### config.mk
export PLATFORM = sky130hd
export DESIGN_NAME = ahb_mtx_dec_param_flat
export DESIGN_NICKNAME = d
export VERILOG_FILES = /design/src/rtl/ahb_mtx_pkg.sv /design/src/rtl/ahb_mtx_dec_param_if.sv /design/src/rtl/ahb_mtx_dft_slave.sv /design/src/rtl/ahb_mtx_dec_param.sv /design/src/flat_wrapper.sv
export SDC_FILE = /design/constraint.sdc
export NUM_CORES = 1
export LEC_CHECK = 0
export BUFFER_PORTS_ARGS = -buffer_cell sky130_fd_sc_hd__buf_2
export CORE_AREA = 2 2 143 145
export DETAILED_ROUTE_END_ITERATION = 12
export DIE_AREA = 0 0 145 147
export SETUP_SLACK_MARGIN = 0.5
export SYNTH_ARGS = -nofsm -noshare
export SYNTH_HDL_FRONTEND = slang
export SYNTH_SLANG_ARGS = --single-unit
### constraint.sdc
create_clock -name HCLK -period 2.34 [get_ports HCLK]
set_clock_uncertainty 0.15 [all_clocks]
set_input_delay 0.468 -clock HCLK [delete_from_list [all_inputs] [get_ports HCLK]]
set_output_delay 0.468 -clock HCLK [all_outputs]
set_load 0.005 [all_outputs]
### src/rtl/ahb_mtx_pkg.sv
// Shared AHB encodings and default-slave state type for the L1 bus-matrix input-stage decoder.
package ahb_mtx_pkg;

    localparam int ADDR_LSB = 10;

    localparam logic [1:0] HTRANS_IDLE   = 2'b00;
    localparam logic [1:0] HTRANS_BUSY   = 2'b01;
    localparam logic [1:0] HTRANS_NONSEQ = 2'b10;
    localparam logic [1:0] HTRANS_SEQ    = 2'b11;

    localparam logic [1:0] HRESP_OKAY    = 2'b00;
    localparam logic [1:0] HRESP_ERROR   = 2'b01;

    typedef enum logic [1:0] {
        DFT_IDLE = 2'b00,
        DFT_ERR1 = 2'b01,
        DFT_ERR2 = 2'b10
    } dft_state_t;

    // NONSEQ and SEQ are the only transfer types that demand a response.
    function automatic logic trans_is_active(input logic [1:0] trans);
        return trans[1];
    endfunction

endpackage

### src/rtl/ahb_mtx_dec_param_if.sv
// Input-stage and output-stage signal bundle of one bus-matrix decoder.
interface ahb_mtx_dec_param_if #(
    parameter int NUM_OUT = 4,
    parameter int USER_W  = 32
);
    import ahb_mtx_pkg::*;

    logic                      HREADYS;
    logic                      sel_dec;
    logic [21:0]               decode_addr_dec;
    logic [1:0]                trans_dec;
    logic [NUM_OUT-1:0]        active_in;
    logic [NUM_OUT-1:0]        readyout_in;
    logic [2*NUM_OUT-1:0]      resp_in;
    logic [32*NUM_OUT-1:0]     rdata_in;
    logic [USER_W*NUM_OUT-1:0] ruser_in;

    logic [NUM_OUT-1:0]        sel_out;
    logic                      active_dec;
    logic                      HREADYOUTS;
    logic [1:0]                HRESPS;
    logic [31:0]               HRDATAS;
    logic [USER_W-1:0]         HRUSERS;

    modport slave (
        input  HREADYS, sel_dec, decode_addr_dec, trans_dec,
        input  active_in, readyout_in, resp_in, rdata_in, ruser_in,
        output sel_out, active_dec, HREADYOUTS, HRESPS, HRDATAS, HRUSERS
    );

    modport master (
        output HREADYS, sel_dec, decode_addr_dec, trans_dec,
        output active_in, readyout_in, resp_in, rdata_in, ruser_in,
        input  sel_out, active_dec, HREADYOUTS, HRESPS, HRDATAS, HRUSERS
    );

endinterface

### src/rtl/ahb_mtx_dft_slave.sv
// Default slave answering unmapped transfers with a two-cycle ERROR response.
// Optional decode-error log under DECERR_LOG_EN.
module ahb_mtx_dft_slave
    import ahb_mtx_pkg::*;
(
    input  logic        HCLK,
    input  logic        HRESETn,
    input  logic        dft_req,
`ifdef DECERR_LOG_EN
    input  logic [21:0] decode_addr_dec,
    input  logic        err_clr,
    output logic        err_valid,
    output logic [21:0] err_addr,
`endif
    output logic        dft_ready,
    output logic [1:0]  dft_resp
);

    dft_state_t state_r;
    logic       ready_r;
    logic [1:0] resp_r;

    // Response FSM with registered HREADYOUT/HRESP.
    always_ff @(posedge HCLK or negedge HRESETn) begin
        if (!HRESETn) begin
            state_r <= DFT_IDLE;
            ready_r <= 1'b1;
            resp_r  <= HRESP_OKAY;
        end else begin
            case (state_r)
                DFT_IDLE, DFT_ERR2: begin
                    if (dft_req) begin
                        state_r <= DFT_ERR1;
                        ready_r <= 1'b0;
                        resp_r  <= HRESP_ERROR;
                    end else begin
                        state_r <= DFT_IDLE;
                        ready_r <= 1'b1;
                        resp_r  <= HRESP_OKAY;
                    end
                end
                DFT_ERR1: begin
                    state_r <= DFT_ERR2;
                    ready_r <= 1'b1;
                    resp_r  <= HRESP_ERROR;
                end
                default: begin
                    state_r <= DFT_IDLE;
                    ready_r <= 1'b1;
                    resp_r  <= HRESP_OKAY;
                end
            endcase
        end
    end

    assign dft_ready = ready_r;
    assign dft_resp  = resp_r;

`ifdef DECERR_LOG_EN
    logic        err_valid_r;
    logic [21:0] err_addr_r;
    logic        entry_s;

    // An ERR1 entry is a request seen while not already in the first error cycle.
    assign entry_s = dft_req && (state_r != DFT_ERR1);

    // First-error log; a capture takes precedence over a simultaneous clear.
    always_ff @(posedge HCLK or negedge HRESETn) begin
        if (!HRESETn) begin
            err_valid_r <= 1'b0;
            err_addr_r  <= 22'h000000;
        end else if (entry_s && !err_valid_r) begin
            err_valid_r <= 1'b1;
            err_addr_r  <= decode_addr_dec;
        end else if (err_clr) begin
            err_valid_r <= 1'b0;
        end else begin
            err_valid_r <= err_valid_r;
        end
    end

    assign err_valid = err_valid_r;
    assign err_addr  = err_addr_r;
`endif

endmodule

### src/rtl/ahb_mtx_dec_param.sv
// Input-stage address decoder of the L1 AHB bus matrix: region decode, data-phase mux, default slave.
// Optional feature macro: DECERR_LOG_EN (first decode-error address log).
module ahb_mtx_dec_param
    import ahb_mtx_pkg::*;
#(
    parameter int                    NUM_OUT     = 4,
    parameter int                    USER_W      = 32,
    parameter logic [22*NUM_OUT-1:0] REGION_BASE = {NUM_OUT{22'h000000}},
    parameter logic [22*NUM_OUT-1:0] REGION_MASK = {NUM_OUT{22'h3FFFE0}}
)(
    input  logic        HCLK,
    input  logic        HRESETn,
`ifdef DECERR_LOG_EN
    input  logic        err_clr,
    output logic        err_valid,
    output logic [21:0] err_addr,
`endif
    ahb_mtx_dec_param_if.slave bus
);

    localparam int TGT_W = NUM_OUT + 1;
    localparam int DFT   = NUM_OUT;
    localparam logic [TGT_W-1:0] TGT_RST = TGT_W'(1);

    logic [TGT_W-1:0]  match_oh_s;
    logic [TGT_W-1:0]  addr_oh_s;
    logic [TGT_W-1:0]  data_tgt_r;
    logic              hold_s;
    logic              dft_req_s;
    logic              dft_ready_s;
    logic [1:0]        dft_resp_s;
    logic              ready_s;
    logic [1:0]        resp_s;
    logic [31:0]       rdata_s;
    logic [USER_W-1:0] ruser_s;

    // An IDLE must not move the address target off a live output stage.
    assign hold_s = (bus.trans_dec == HTRANS_IDLE) && !data_tgt_r[DFT];

    // Region match with lowest-index priority; no hit falls through to the default slave.
    always_comb begin
        logic taken;
        logic hit;
        taken      = 1'b0;
        hit        = 1'b0;
        match_oh_s = {TGT_W{1'b0}};
        for (int i = 0; i < NUM_OUT; i++) begin
            hit           = ((bus.decode_addr_dec & REGION_MASK[22*i +: 22]) == REGION_BASE[22*i +: 22]);
            match_oh_s[i] = hit & ~taken;
            taken         = taken | hit;
        end
        match_oh_s[DFT] = ~taken;
        if (hold_s) begin
            addr_oh_s = data_tgt_r;
        end else begin
            addr_oh_s = match_oh_s;
        end
    end

    assign bus.sel_out    = bus.sel_dec ? addr_oh_s[NUM_OUT-1:0] : {NUM_OUT{1'b0}};
    assign bus.active_dec = (|(addr_oh_s[NUM_OUT-1:0] & bus.active_in)) | addr_oh_s[DFT];
    assign dft_req_s      = bus.sel_dec & addr_oh_s[DFT] & bus.HREADYS & trans_is_active(bus.trans_dec);

    // Data-phase target advances only when the current transfer completes.
    always_ff @(posedge HCLK or negedge HRESETn) begin
        if (!HRESETn) begin
            data_tgt_r <= TGT_RST;
        end else if (bus.HREADYS) begin
            data_tgt_r <= addr_oh_s;
        end else begin
            data_tgt_r <= data_tgt_r;
        end
    end

    // AND-OR mux over the one-hot data-phase target; the default-slave bit contributes no data.
    always_comb begin
        ready_s = 1'b0;
        resp_s  = 2'b00;
        rdata_s = 32'h00000000;
        ruser_s = {USER_W{1'b0}};
        for (int i = 0; i < NUM_OUT; i++) begin
            ready_s = ready_s | (data_tgt_r[i] & bus.readyout_in[i]);
            resp_s  = resp_s  | ({2{data_tgt_r[i]}} & bus.resp_in[2*i +: 2]);
            rdata_s = rdata_s | ({32{data_tgt_r[i]}} & bus.rdata_in[32*i +: 32]);
            ruser_s = ruser_s | ({USER_W{data_tgt_r[i]}} & bus.ruser_in[USER_W*i +: USER_W]);
        end
    end

    assign bus.HREADYOUTS = data_tgt_r[DFT] ? dft_ready_s : ready_s;
    assign bus.HRESPS     = data_tgt_r[DFT] ? dft_resp_s  : resp_s;
    assign bus.HRDATAS    = rdata_s;
    assign bus.HRUSERS    = ruser_s;

    ahb_mtx_dft_slave u_dft (
        .HCLK            (HCLK),
        .HRESETn         (HRESETn),
        .dft_req         (dft_req_s),
`ifdef DECERR_LOG_EN
        .decode_addr_dec (bus.decode_addr_dec),
        .err_clr         (err_clr),
        .err_valid       (err_valid),
        .err_addr        (err_addr),
`endif
        .dft_ready       (dft_ready_s),
        .dft_resp        (dft_resp_s)
    );

endmodule

### src/flat_wrapper.sv
// flat-port wrapper written by rule: the top's interface ports become plain ports
module ahb_mtx_dec_param_flat import ahb_mtx_pkg::*;
#(
    parameter int                    NUM_OUT     = 4,
    parameter int                    USER_W      = 32,
    parameter logic [22*NUM_OUT-1:0] REGION_BASE = {NUM_OUT{22'h000000}},
    parameter logic [22*NUM_OUT-1:0] REGION_MASK = {NUM_OUT{22'h3FFFE0}}
)
  (HCLK, HRESETn, bus_HREADYS, bus_sel_dec, bus_decode_addr_dec, bus_trans_dec, bus_active_in, bus_readyout_in, bus_resp_in, bus_rdata_in, bus_ruser_in, bus_sel_out, bus_active_dec, bus_HREADYOUTS, bus_HRESPS, bus_HRDATAS, bus_HRUSERS);
  ahb_mtx_dec_param_if #(.NUM_OUT(NUM_OUT), .USER_W(USER_W)) bus_i ();
  input  logic HCLK;
  input  logic HRESETn;
  input wire logic [$bits(bus_i.HREADYS)-1:0] bus_HREADYS;
  input wire logic [$bits(bus_i.sel_dec)-1:0] bus_sel_dec;
  input wire logic [$bits(bus_i.decode_addr_dec)-1:0] bus_decode_addr_dec;
  input wire logic [$bits(bus_i.trans_dec)-1:0] bus_trans_dec;
  input wire logic [$bits(bus_i.active_in)-1:0] bus_active_in;
  input wire logic [$bits(bus_i.readyout_in)-1:0] bus_readyout_in;
  input wire logic [$bits(bus_i.resp_in)-1:0] bus_resp_in;
  input wire logic [$bits(bus_i.rdata_in)-1:0] bus_rdata_in;
  input wire logic [$bits(bus_i.ruser_in)-1:0] bus_ruser_in;
  output wire logic [$bits(bus_i.sel_out)-1:0] bus_sel_out;
  output wire logic [$bits(bus_i.active_dec)-1:0] bus_active_dec;
  output wire logic [$bits(bus_i.HREADYOUTS)-1:0] bus_HREADYOUTS;
  output wire logic [$bits(bus_i.HRESPS)-1:0] bus_HRESPS;
  output wire logic [$bits(bus_i.HRDATAS)-1:0] bus_HRDATAS;
  output wire logic [$bits(bus_i.HRUSERS)-1:0] bus_HRUSERS;
  assign bus_i.HREADYS = bus_HREADYS;
  assign bus_i.sel_dec = bus_sel_dec;
  assign bus_i.decode_addr_dec = bus_decode_addr_dec;
  assign bus_i.trans_dec = bus_trans_dec;
  assign bus_i.active_in = bus_active_in;
  assign bus_i.readyout_in = bus_readyout_in;
  assign bus_i.resp_in = bus_resp_in;
  assign bus_i.rdata_in = bus_rdata_in;
  assign bus_i.ruser_in = bus_ruser_in;
  assign bus_sel_out = bus_i.sel_out;
  assign bus_active_dec = bus_i.active_dec;
  assign bus_HREADYOUTS = bus_i.HREADYOUTS;
  assign bus_HRESPS = bus_i.HRESPS;
  assign bus_HRDATAS = bus_i.HRDATAS;
  assign bus_HRUSERS = bus_i.HRUSERS;
  ahb_mtx_dec_param #(.NUM_OUT(NUM_OUT), .USER_W(USER_W), .REGION_BASE(REGION_BASE), .REGION_MASK(REGION_MASK)) u_core (.HCLK(HCLK), .HRESETn(HRESETn), .bus(bus_i));
endmodule
* After elaboration in Yosys (flattened, before gate mapping) *
Index checks and enable logic that the tools add are counted.

word-level totals
  register bits after elaboration = 10

cells by class
  equal/unequal tests = 2
  mux-type cells = 9
  bitwise logic cells = 34
  reduce and logical (&&, ||, !) cells = 7

operators with widths
  kind                  count
  $and A32 B32 Y32      8
  $or A32 B32 Y32       6
  $logic_not A22 Y1     1
  $and A2 B2 Y2         4
  $pmux W2 S2           2
  $and A1 B1 Y1         7
  $or A2 B2 Y2          3
  $mux W5               1
  $and A4 B4 Y4         1
  $logic_not A2 Y1      2
  $mux W1               4
  $mux W4               1
  $or A1 B1 Y1          4
  $reduce_or A4 Y1      1
  $eq A2 B1 Y1 const B  1
  $eq A2 B2 Y1 const B  1
  $mux W2               1
  $reduce_or A2 Y1      1
  $logic_and A1 B1 Y1   1
  $logic_not A1 Y1      1
  $not A1 Y1            1

* Logic depth before layout (Yosys ltp) *
  word-level depth = 8
  gate-level depth with buffers = 5
  gate-level depth less buffers = 3

* Hierarchy *
From an unflattened synthesis, not the netlist that was laid out.

second synthesis, totals
  cell total of the unflattened synthesis = 280
  area, all modules = 1909.3 sq um

by module, submodules not included
  module             times used  cells each  area each (sq um)  sequential area each (sq um)
  ahb_mtx_dec_param  1           270         1771.7             126.4
  ahb_mtx_dft_slave  1           10          137.6              101.3

* Least setup slack after synthesis *
No wires, ideal clock.

  path kind = in2out
  start = input port bus_decode_addr_dec[6]
  end = output port bus_active_dec
  data arrival time = 1717 ps
  required time = 1722 ps
  slack = 5 ps
  stages = 3
  cells stage by stage = or4_4 -> or3_4 -> o41a_1

on the way
  cells in the longest elaborated chain, start to end = 5
  elaborated cells on any way between the ends = 6
  those cells by class = mux: 1; bitwise: 3; reduce/logical: 2

RTL lines
  what                   RTL line                 RTL
  start: declaration     flat_wrapper.sv:15       input wire logic [$bits(bus_i.decode_addr_dec)-1:0] bus_decode_addr_dec;
  $logic_not A22 Y1 (*)  ahb_mtx_dec_param.sv:48  hit = ((bus.decode_addr_dec & REGION_MASK[22*i +: 22]) == REGION_BASE[22*i +: 22]);
  $mux W5 (*)            ahb_mtx_dec_param.sv:53  if (hold_s) begin
  $and A4 B4 Y4          ahb_mtx_dec_param.sv:61  assign bus.active_dec = (|(addr_oh_s[NUM_OUT-1:0] & bus.active_in)) | addr_oh_s[DFT];
  $reduce_or A4 Y1       ahb_mtx_dec_param.sv:61
  $or A1 B1 Y1 (*)       ahb_mtx_dec_param.sv:61
  end: declaration       flat_wrapper.sv:23       output wire logic [$bits(bus_i.active_dec)-1:0] bus_active_dec;

Every way passes the cells marked *; elsewhere a longest branch is shown, timed or not.

* Worst setup path after layout *
Ends and elaborated chain as after synthesis.

==> results.tsv <==
metric	value	unit
Clk pwr share	38.8	%
Critical Path AT	1940	ps
sw power	0.1897	mW
layout cells sized above 1	77.33	%
crit end category	output pin	
nature of the critical path startpoint	input pin	
mux cell area share after synthesis	1.209	%
yosys warns	0	
final hold vios	0	
Die H	147	µm
core area	19840	µm²
DR WL/cell	15.57	µm
vias post-DR	3997	
H-tree depth	1	
# fillers	2121	
sequential-to-total area share from yosys stat	12.22	%
most common cell after layout, fill and taps aside	buf_2	
Synth Area in XOR/XNOR	0	%
Pre-antenna DRT Iters	4	
largest net degree at the start of global routing	35	
syn_area_per_cell	6.678	µm²
Die Area	21320	µm²
Max VDD drop	0.2956	mV
Synth Area in Compound Gates	58.90	%
drt drc	0	
Routed Antenna Nets	0	
Clk pin slew, worst setup/hold paths	40	ps
Synth-to-Final Area Change	193.1	%
combinational power share	40.2	%
vias per inst	4.230	
crit share post-route	109.4	%
CP Max Fanout	3	
final hold slack	266.4	ps
DP HPWL	10.18	mm
Tightest Pin Transition	537.0	ps
Final Total Pwr	0.7695	mW
Fmax	390.6	MHz
max_cap viols	0	
Ports	372	
status	finished, violations left	
pwr/cell area	140.9	nW/µm²
adder-cell share of the synthesized area	0	%
grt total ovfl	0	
worst skew pair latency	230	ps
P_int	0.5798	mW
CP max stage cell	or4_4	
sw frac	24.65	%
number of global-route vias before repair	3949	
Post-synth EDFFs	0	
layout net count	976	
static leakage	2.863	nW
syn_nets	579	
worst setup margin	-220.2	ps
failing checks	setup timing	
cells after synthesis	279	
DRT Wirelength	14.71	mm
Unique masters post-synth	28	
diodes inserted	0	
commonest non-fill, non-tap cells in the layout	359 x buf_2, 74 x a22oi_2, 65 x nand2_1	
Clock Sinks	9	
Syn Std Cell Area	1863	µm²
maximum single-stage delay on the critical path	520	ps
Slew headroom	63.98	%
initial antenna violation count	0	
CP cell instances	buf_6 -> or4_4 -> or3_4 -> o41a_1 -> buf_2	
Starting Density	9.388	%
critical path type	in2out	
FF+latch count, synth	9	
ys async rst share	100.0	%
Tmin final	2560	ps
TritonCTS clock tree	built	
GP Congestion	0.7464	
Post-Synth Simple-Gate Area	20.62	%
chip width	145	µm
gr usage total	12.51	%
largest family of logic cells by synthesized area	compound AO/OA/AOI/OAI gates	
DRT iter0 DRCs	233	
row count	52	
Port Buf Inserts	366	
Final Setup Violations	2	
fin. max-slew vios	0	
RSZ-0062 raised after global routing	true	
clock buffer count from CTS	3	
first-pass GRT wire length	21.22	mm
most common flop cell mapped by yosys	dfrtp_1	
worst min-delay path category	reg2reg	
CTS root buffer	clkbuf_16	
Critical Path RT	1720	ps
CTS Buffer Depth	2	
Seq pwr share	21.0	%
==> worst max-delay path: cells and delay by family <==
| family | cells | cell delay [ps] |
|---|---|---|
| compound gates | 1 | 380 |
| simple gates | 2 | 870 |
| buf+inv | 2 | 220 |
==> final timing paths <==
| check | from | endpoint | slack [ps] | cells after the start |
|---|---|---|---|---|
| setup / recovery | bus_decode_addr_dec[6] | bus_active_dec | -220 | 5 |
| hold / removal | u_core.u_dft.state_r[1] | u_core.u_dft.state_r[1] | 270 | 1 |
| setup reg to reg | u_core.data_tgt_r[4] | u_core.data_tgt_r[0] | 720 | 4 |
| hold reg to reg | u_core.u_dft.state_r[1] | u_core.u_dft.state_r[1] | 270 | 1 |
| max in group asynchronous | HRESETn | u_core.u_dft.dft_ready | 1330 | 2 |
| min in group asynchronous | HRESETn | u_core.data_tgt_r[3] | 470 | 2 |
==> synth_stat cells (all sizes together), types with 2 or more instances <==
cell / n / area share [%]
a21oi: 2 / 0.54
dfstp: 2 / 2.8
or2: 2 / 0.67
dfrtp: 7 / 9.4
and3: 4 / 1.3
and2: 3 / 1.0
a22oi: 134 / 54
nand2: 67 / 13
buf: 8 / 1.6
clkbuf: 24 / 4.8
mux2: 2 / 1.2
nor4: 2 / 0.67
o31ai: 2 / 0.81
nor3: 3 / 0.81
nand3: 2 / 0.54
inv: 3 / 0.60
==> layout make-up <==
type | instances | area [µm²] | area share, %
Timing Repair Buffer | 424 | 2855 | 52.28
Multi-Input combinational cell | 235 | 1943 | 35.58
Tap cell | 270 | 337.8 | 6.186
Sequential cell | 9 | 235.2 | 4.307
Clock buffer | 4 | 78.83 | 1.443
Inverter | 3 | 11.26 | 0.2062
==> timing repair <==
action | CTS | global route
gates resized for setup | 125 | 19
gates cloned | 11 | 1
setup buffers | 25 | 5
pin swaps | 14 | 9
hold buffers | 1 | 0
hold endpoints to repair | 7 | 0
endpoints found under the setup margin | 72 | 75
==> kinds of logic (layout without fill, tap and decap cells) <==
family          Yosys count  in the layout
compound gates          146            146
buf+inv                  35            431
flops                     9              9
mux                       2              2
simple gates             87             87
==> metrics by stage <==
step                      std cells  worst slack (ps)  setup TNS [ps]  util [%]  instance area [µm²]
after global placement          898            -217.3          -418.0     20.49                 4066
after detailed placement        898            -241.8          -465.8     20.49                 4066
after global routing            945            -257.6          -472.9     27.52                 5461
after CTS                       939            -217.4          -395.4     26.68                 5295
final                           945            -220.2          -394.2     27.52                 5461
after floorplan                 279             5.469               0         -                 1882
==> power groups by stage <==
stage | registers [mW] | clock network, mW | logic (mW)
detailed placement | 0.164 | 0 | 0.269
finish | 0.162 | 0.298 | 0.309
CTS | 0.162 | 0.301 | 0.303
global route | 0.162 | 0.311 | 0.335
floorplan | 0.163 | 0 | 0.0138
global placement | 0.164 | 0 | 0.264
==> layer usage <==
layer  GRT usage [%]  routed length (µm)
met1           15.71                5978
met2           22.88                7392
met3           2.236                1187
met4           1.683                 152
met5               0                   0
==> state kept, by name, indices dropped and copies added, names as in the netlist <==
| register | flops |
|---|---|
| u_core.data_tgt_r | 5 |
| u_core.u_dft.state_r | 2 |
| u_core.u_dft.dft_ready | 1 |
| u_core.u_dft.dft_resp | 1 |
(Power assumes the default switching activity.)
